==> config.mk <==
export PLATFORM = sky130hd
export DESIGN_NAME = fir_mac_sched
export DESIGN_NICKNAME = d
export VERILOG_FILES = /design/src/rtl/fir_pkg.sv /design/src/rtl/fir_mac_unit.sv /design/src/rtl/fir_mac_sched.sv
export SDC_FILE = /design/constraint.sdc
export NUM_CORES = 1
export LEC_CHECK = 0
export ABC_AREA = 1
export CORE_ASPECT_RATIO = 0.7
export CORE_MARGIN = 1.5
export CORE_UTILIZATION = 60
export CTS_CLUSTER_SIZE = 14
export DETAILED_ROUTE_END_ITERATION = 12
export PLACE_DENSITY = 0.8
export SYNTH_ARGS = -nofsm -noshare
export SYNTH_HDL_FRONTEND = slang
export SYNTH_SLANG_ARGS = --single-unit
==> constraint.sdc <==
create_clock -name clock -period 7.05 [get_ports clock]
set_input_delay 2.115 -clock clock [delete_from_list [all_inputs] [get_ports clock]]
set_output_delay 2.115 -clock clock [all_outputs]
set_load 0.02 [all_outputs]
==> src/rtl/fir_pkg.sv <==
// fir_pkg: shared FSM state, default coefficient table and accumulator width
// for the FIR MAC scheduler.
package fir_pkg;
   typedef enum logic [1:0] {IDLE, MAC, DONE} state_t;
   function automatic int acc_w(input int w);
      return 2 * w + 4;
   endfunction
   // Symmetric low-pass defaults for the 9-tap (ORDER=8) filter; extra taps are zero.
   function automatic logic signed [7:0] def_coef(input int k);
      case (k)
         0, 8: return -8'sd12;
         1, 7: return -8'sd26;
         2, 6: return 8'sd14;
         3, 5: return 8'sd89;
         4: return 8'sd127;
         default: return 8'sd0;
      endcase
   endfunction
endpackage

==> src/rtl/fir_mac_unit.sv <==
// fir_mac_unit: signed multiply-accumulate with synchronous clear and enable.
module fir_mac_unit #(
   parameter int W = 8,
   parameter int ACC_W = 20
) (
   input logic clock,
   input logic reset,
   input logic clear,
   input logic en,
   input logic signed [W-1:0] a,
   input logic signed [W-1:0] b,
   output logic signed [ACC_W-1:0] acc,
   output logic signed [ACC_W-1:0] sum
);
   logic signed [2*W-1:0] prod;
   assign prod = a * b;
   assign sum = acc + ACC_W'(prod);
   always_ff @(posedge clock)
      if (reset || clear) acc <= '0;
      else if (en) acc <= sum;
endmodule

==> src/rtl/fir_mac_sched.sv <==
// fir_mac_sched: sequential FIR filter, one MAC per cycle over ORDER+1 taps.
// Define FIR_COEF_WR_EN for a writable coefficient file; otherwise coefficients are constant.
module fir_mac_sched
   import fir_pkg::*;
#(
   parameter int ORDER = 8,
   parameter int WIDTH_IN = 8,
   parameter int ACC_W = acc_w(WIDTH_IN)
) (
   input logic clock,
   input logic reset,
   input logic signed [WIDTH_IN-1:0] in_data,
   input logic in_valid,
   output logic in_ready,
   output logic signed [ACC_W-1:0] out_data,
   output logic out_valid,
   input logic out_ready,
   input logic coef_we,
   input logic [3:0] coef_addr,
   input logic signed [WIDTH_IN-1:0] coef_data,
   output logic coef_err,
   output logic busy
);
   localparam int IW = $clog2(ORDER + 1);
   localparam logic [IW-1:0] LAST = IW'(ORDER);
   state_t state;
   logic [IW-1:0] idx;
   logic [ORDER:0][WIDTH_IN-1:0] tap, mac_coef, def_pack;
   logic signed [ACC_W-1:0] acc, sum;
   logic accept;
   assign accept = state == IDLE && in_valid;
   for (genvar k = 0; k <= ORDER; k++) begin : g_def
      assign def_pack[k] = WIDTH_IN'(def_coef(k));
   end
`ifdef FIR_COEF_WR_EN
   localparam logic [3:0] MAX_ADDR = 4'(ORDER);
   logic [ORDER:0][WIDTH_IN-1:0] coef;
   logic wr_ok;
   assign wr_ok = coef_we && state == IDLE && coef_addr <= MAX_ADDR;
   // The MAC reads a snapshot taken at accept, so a same-edge write only affects later samples.
   always_ff @(posedge clock) begin
      if (reset) begin
         coef <= def_pack;
         mac_coef <= def_pack;
         coef_err <= 1'b0;
      end else begin
         coef_err <= coef_we && !wr_ok;
         if (wr_ok) coef[coef_addr] <= coef_data;
         if (accept) mac_coef <= coef;
      end
   end
`else
   logic unused_coef;
   assign unused_coef = ^{coef_we, coef_addr, coef_data};
   assign mac_coef = def_pack;
   assign coef_err = 1'b0;
`endif
   fir_mac_unit #(.W(WIDTH_IN), .ACC_W(ACC_W)) u_mac (
      .clock(clock),
      .reset(reset),
      .clear(accept),
      .en(state == MAC),
      .a(mac_coef[idx]),
      .b(tap[idx]),
      .acc(acc),
      .sum(sum)
   );
   always_ff @(posedge clock) begin
      if (reset) begin
         state <= IDLE;
         idx <= '0;
         tap <= '0;
         in_ready <= 1'b1;
         busy <= 1'b0;
         out_valid <= 1'b0;
         out_data <= '0;
      end else begin
         case (state)
            IDLE:
               if (in_valid) begin
                  tap <= {tap[ORDER-1:0], in_data};
                  idx <= '0;
                  state <= MAC;
                  in_ready <= 1'b0;
                  busy <= 1'b1;
               end
            MAC: begin
               idx <= idx + 1'b1;
               if (idx == LAST) begin
                  state <= DONE;
                  out_valid <= 1'b1;
                  out_data <= sum;
               end
            end
            DONE:
               if (out_ready) begin
                  state <= IDLE;
                  out_valid <= 1'b0;
                  in_ready <= 1'b1;
                  busy <= 1'b0;
               end
            default: state <= IDLE;
         endcase
      end
   end
endmodule

# Word level (Yosys, flattened, before mapping)
# Memories as Yosys holds them, arrays and structs flattened. A register that Yosys moved wholly into a read port is not among the register bits.
# Index checks and enable logic that the tools add are counted.
dict set report totals {
  ff_bits 121
  latch_bits 0
  ramBits 0
  mem_bits_ro 128
  out_inout_bits 24
  wordCells 58
  mem_count 1
}
# name depth word_bits read_ports rd_clocked_by_memory_dff write_ports line_no
set memory_table {}
lappend memory_table {{(no name shown)} 16 8 1 1 0 fir_mac_sched.sv:63} ;# .a(mac_coef[idx]),
dict set report classes {
  addsub 2
  n_mul 1
  div 0
  n_lt_le_gt_ge 1
  n_eq_ne 6
  shift 0
  mux 19
  n_bitwise 0
  reduce_logical 12
}
# op n
set op_table {}
lappend op_table {{8-bit binary-select mux with 4-bit select} 1}
lappend op_table {{20-bit by 16-bit adder with 20-bit output} 1}
lappend op_table {{8-bit by 8-bit multiplier with 16-bit output} 1}
lappend op_table {{8-bit two-way mux} 2}
lappend op_table {{4-bit two-way mux} 3}
lappend op_table {{3-bit AND reduction} 3}
lappend op_table {{4-bit case mux with 2 select lines} 1}
lappend op_table {{2-bit two-way mux} 3}
lappend op_table {{2-bit inequality test (second input constant)} 3}
lappend op_table {{1-bit case mux with 2 select lines} 3}
lappend op_table {{2-bit case mux with 3 select lines} 1}
lappend op_table {{2-bit AND reduction} 3}
lappend op_table {{2-bit nonzero test} 3}
lappend op_table {{4-bit by 5-bit < comparator with 1-bit output (second input constant)} 1}
lappend op_table {{1-bit two-way mux} 5}
lappend op_table {{4-bit by 1-bit adder with 4-bit output (second input constant)} 1}
lappend op_table {{4-bit equality test (second input constant)} 1}
lappend op_table {{2-bit by 1-bit equality test with 1-bit output (second input constant)} 1}
lappend op_table {{2-bit equality test (second input constant)} 1}
lappend op_table {{2-bit zero test} 1}
lappend op_table {{1-bit logical AND} 1}
lappend op_table {{1-bit logical OR} 1}

# Logic depth before layout (Yosys ltp)
dict set report depth {
  word_depth 5
  depth_mapped 30
  ltp_nobuf 28
}

# By module
# From an unflattened synthesis, not the netlist that was laid out.
dict set report unflattened {
  cells_unflattened 1265
  area_unflattened_um2 9278.9
}
# module n_inst cells_per_inst area_each_um2
set modules_own_cells {}
lappend modules_own_cells {fir_mac_unit 1 612 4673.2}
lappend modules_own_cells {fir_mac_sched 1 653 4605.7}

# Worst setup path after synthesis
# OpenSTA, ideal clock, no wires.
dict set report synth_timing {
  kind {flip-flop to flip-flop}
  from {register idx[0]}
  to {register u_mac.acc[14]}
  setup_ns 0.109
  t_arrival_ns 5.563
  t_required_ns 6.941
  slack_ns 1.378
  stages_incl_launch_ff 26
  n_path_buf 2
  path_cell_list {dfxtp_1 buf_4 buf_6 a21oi_1 o21ai_0 nand3_1 nand3_1 o21ai_2 inv_1 nor2_1 fa_1 fa_1 fa_1 inv_1 fa_1 inv_1 ha_1 ha_1 nand2_1 or2_2 nand3_1 nand2_1 nand3_1 nand3_1 nand2_1 inv_1}
}
dict set report synth_between {
  elab_chain_cells 4
}
# item line_no
set synth_lines {}
lappend synth_lines {{from (decl)} fir_mac_sched.sv:27} ;# logic [IW-1:0] idx;
lappend synth_lines {{from (signal assigned)} fir_mac_sched.sv:88} ;# idx <= idx + 1'b1;
lappend synth_lines {{8-bit binary-select mux with 4-bit select} fir_mac_sched.sv:64} ;# .b(tap[idx]),
lappend synth_lines {{8-bit two-way mux (not written as such)} fir_mac_sched.sv:64}
lappend synth_lines {{8-bit by 8-bit multiplier with 16-bit output} fir_mac_unit.sv:16} ;# assign prod = a * b;
lappend synth_lines {{20-bit by 16-bit adder with 20-bit output} fir_mac_unit.sv:17} ;# assign sum = acc + ACC_W'(prod);
lappend synth_lines {{to (signal assigned)} fir_mac_unit.sv:20} ;# else if (en) acc <= sum;
lappend synth_lines {{to (decl)} fir_mac_unit.sv:12} ;# output logic signed [ACC_W-1:0] acc,
# No other way between the ends. The select of a mux whose other input is x is not followed.
# A chain may end at the register's enable or synchronous reset.

# Worst setup path in the final report
dict set report layout_timing {
  from {register idx[2]}
  to {register out_data[18]}
}
dict set report layout_between {
  elab_chain_cells 4
}
# item line_no
set layout_lines {}
lappend layout_lines {{8-bit binary-select mux with 4-bit select} fir_mac_sched.sv:64}
lappend layout_lines {{8-bit two-way mux (not written as such)} fir_mac_sched.sv:64}
lappend layout_lines {{8-bit by 8-bit multiplier with 16-bit output} fir_mac_unit.sv:16}
lappend layout_lines {{20-bit by 16-bit adder with 20-bit output} fir_mac_unit.sv:17}
lappend layout_lines {{to (signal assigned)} fir_mac_sched.sv:92} ;# out_data <= sum;
lappend layout_lines {{to (decl)} fir_mac_sched.sv:15} ;# output logic signed [ACC_W-1:0] out_data,
# Parallel ways exist; a longest one is shown, timed or not. The select of a mux whose other input is x is not followed.

==> results_dict.tcl <==
set metrics [dict create \
    vias_cell 5.382 \
    syn_avg_cell_area_um2 8.066 \
    post-route-min-period_ns 6.134 \
    tritoncts_clock_tree "yes" \
    timing.critical_path.fanout_max 11 \
    stdcell_count 1357 \
    placed_instances 1326 \
    cpPeakStageDelay_ns 0.73 \
    first_iter_violations 864 \
    worstSetupStartpointType "register" \
    path_cells "inv_2 -> nand3_1 -> nand3_1 -> nand2_1 -> inv_2 -> nor2_4 -> inv_2 -> fa_1 -> inv_1 -> fa_1 -> inv_1 -> fa_1 -> inv_1 -> fa_1 -> ha_1 -> ha_1 -> a21oi_1 -> o21ai_0 -> a21oi_1 -> nand2_1 -> nand2_1 -> nand3_1 -> nand2_1 -> inv_1" \
    hold_ep "busy" \
    cts_post_setup_buffers_inserted 0 \
    synth_top_area_share_pct 28.33 \
    seq_total_area_yosys_pct 28.33 \
    synth-main-ff-cell "sky130_fd_sc_hd__dfxtp_1" \
    yosys.area.top_type "sky130_fd_sc_hd__dfxtp_1" \
    clockRootBuffer "sky130_fd_sc_hd__clkbuf_16" \
    post_route_cells_drive_above_1_share_pct 8.950 \
    cts.sink_count 129 \
    cts_repair_resize_count 0 \
    async_reset_ff_share_pct 0 \
    largest_cells_by_area_after_synthesis "sky130_fd_sc_hd__dfxtp_1 (28%), sky130_fd_sc_hd__fa_1 (19%), sky130_fd_sc_hd__inv_1 (9.8%)" \
    rr_startpoint "idx[2]" \
    clock.fmax_mhz 163.0 \
    maxCapViolations 0 \
    netlist_instances 1130 \
    cts_hold_repair.buffers 0 \
    synth_area_um2 9115 \
    synth-warning-count 0 \
    nFillCells 1161 \
    chipWidth_um 150.3 \
    max-clock-path-buffers 2 \
    grt_pass1_vias 6993 \
    global_route.usage.total_pct 29.01 \
    mappedNetlistNets 1295 \
    layout.nets 1315 \
    routed_wire_length_per_instance_um 15.55 \
    rsz0062_at_grt "false" \
    timing.max_slew.rel_slack_pct 41.58 \
    worstSetupStartpoint "idx[2]" \
    io_buffer_count 34 \
    die-area_um2 15950 \
    timing.setup.critical_path_class "register to register" \
    ff2ff_setup_slack_ns 0.92 \
    cts_inserted_buffers 17 \
    fin_worst_skew_ns 0.009551 \
    post_synth_num_cell_types 35 \
    outcome "complete, no violations" \
    timing.final.hold_violations 0 \
    path_clk_slew_ns 0.06 \
    floorplan.rows 37 \
    gp_routability_congestion 0.9040 \
    route.antenna.remaining_nets 0 \
    cp_num_buf_inv 7 \
    max_slew.worst_pin.slew_ns 0.8742 \
    period_share_pct 87.01 \
    rr_worst_depth 24 \
    grt_max_degree 42 \
    cts-htree-levels 4 \
    number_of_diodes 0 \
    dp.final_hpwl_um 15280 \
    drc_violations_left 0 \
    ys_top_cells_by_count "sky130_fd_sc_hd__inv_1 (239), sky130_fd_sc_hd__nand2_1 (163), sky130_fd_sc_hd__dfxtp_1 (129), sky130_fd_sc_hd__nor2_1 (105), sky130_fd_sc_hd__fa_1 (88)" \
    global_route_wire_length_before_repair_um 35600 \
    start_util_pct 61.72 \
    worstSetupEndpointType "register" \
    multi_input_area_um2 5283 \
    worst-endpoint-arrival_ns 6.46 \
    synthMostInstantiatedCell "sky130_fd_sc_hd__inv_1" \
    worstHoldPathType "register to register" \
    seqCellArea_um2 2582 \
    totalWireLength_um 21100 \
    finalCoreUtilization_pct 68.13 \
    slew_viol_final 0 \
    timing.critical_path.slowest_stage_cell "sky130_fd_sc_hd__dfxtp_1" \
    finalSetupViolCount 0 \
    cpLargestDelayFamily "adder cells" \
    floorplan.die.height_um 106.1 \
    grt_overflow 0 \
    clkLatencyLatePin_ns 0.42 \
    critPathRequiredTime_ns 7.38 \
    fin_setup_tns_ns 0 \
    number_of_enable_type_register_cells_in_the_synthesized_netlist 0 \
    grt_antenna_before_repair 0 \
    ios 49 \
    ys_ff_latch 129 \
    startpoint_of_the_lowest_slack_hold_path "busy" \
    area_growth_syn_to_layout_pct 10.38 \
    hold_depth 2 \
    fp.coreArea_um2 14770 \
    reg2reg_to "out_data[18]" \
    first_pass_iters 5 \
    vias 7303 \
]
[metal layers]
layer | global-route usage, % | part of all wire [%]
met5 | 0 | 0
met4 | 7.773 | 1.3
met3 | 7.296 | 10
met2 | 39.38 | 39
met1 | 45.23 | 49
[cells in the final DEF, fill, tap and decap left out, types with 4 or more instances in the layout]
| cell | synthesis | layout |
|---|---|---|
| sky130_fd_sc_hd__o22ai_1 | 37 | 37 |
| sky130_fd_sc_hd__fa_1 | 88 | 88 |
| sky130_fd_sc_hd__inv_1 | 239 | 239 |
| sky130_fd_sc_hd__inv_2 | 17 | 17 |
| sky130_fd_sc_hd__clkdlybuf4s50_1 | 0 | 34 |
| sky130_fd_sc_hd__a21oi_2 | 7 | 7 |
| sky130_fd_sc_hd__o21ai_0 | 50 | 50 |
| sky130_fd_sc_hd__nand4_1 | 4 | 4 |
| sky130_fd_sc_hd__o21ai_1 | 10 | 10 |
| sky130_fd_sc_hd__o22ai_2 | 23 | 23 |
| sky130_fd_sc_hd__xor2_1 | 6 | 6 |
| sky130_fd_sc_hd__o211ai_1 | 4 | 4 |
| sky130_fd_sc_hd__buf_4 | 7 | 7 |
| sky130_fd_sc_hd__nand3_1 | 56 | 56 |
| sky130_fd_sc_hd__nor2_1 | 105 | 105 |
| sky130_fd_sc_hd__ha_1 | 52 | 52 |
| sky130_fd_sc_hd__nand2_1 | 163 | 162 |
| sky130_fd_sc_hd__a21oi_1 | 68 | 68 |
| sky130_fd_sc_hd__nand2_2 | 4 | 5 |
| sky130_fd_sc_hd__clkbuf_16 | 0 | 17 |
| sky130_fd_sc_hd__nand3b_1 | 4 | 4 |
| sky130_fd_sc_hd__dfxtp_1 | 129 | 129 |
[per-stage QoR]
step	setup WS (ns)	instance area, um2	hold WS, ns
6_report	0.9161	10060	0.4613
5_1_grt	0.5244	10060	0.4673
4_1_cts	1.023	10060	0.4604
3_5_place_dp	1.042	9475	0.4444
3_3_place_gp	1.148	9475	0.4396
2_1_floorplan	1.378	9115	0.4286
[tightest hold or removal path, delay by kind of cell (launching register included)]
family        cells  cell delay (ns)
simple gates      2             0.10
flops             1             0.32
[how the worst max path moves through the flow]
stage	to	slack, ns	cells past startpoint
global placement	out_data[17]	1.15	25
global route	out_data[18]	0.52	24
floorplan	u_mac.acc[14]	1.38	25
finish	out_data[18]	0.92	24
detailed placement	out_data[18]	1.04	24
CTS	out_data[17]	1.02	25
[kinds of logic after synthesis]
group,Yosys count,synth area share [%]
XOR/XNOR,7,0.6726
buffers and inverters,298,13.74
other,1,0.04114
AO/OA/AOI/OAI,206,14.34
flip-flops,129,28.33
adder cells (fa/ha/maj),140,26.47
AND/OR/NAND/NOR,349,16.40
[flip-flops by register name, summed over array words and instances, names as in the netlist]
signal     count
idx            4
state          2
u_mac.a        8
out_valid      1
tap           72
out_data      20
busy           1
u_mac.acc     20
in_ready       1
[area by class of cell]
class / instances / area share (%)
Multi-Input combinational cell: 703 / 52.51
Timing Repair Buffer: 41 / 3.905
Clock buffer: 20 / 4.539
Sequential cell: 129 / 25.67
Clock inverter: 11 / 1.281
Tap cell: 195 / 2.425
Inverter: 258 / 9.675
Power is left out: the tool's default activity adds up to more than one toggle a clock period on the data nets, which glitch-free logic cannot reach.
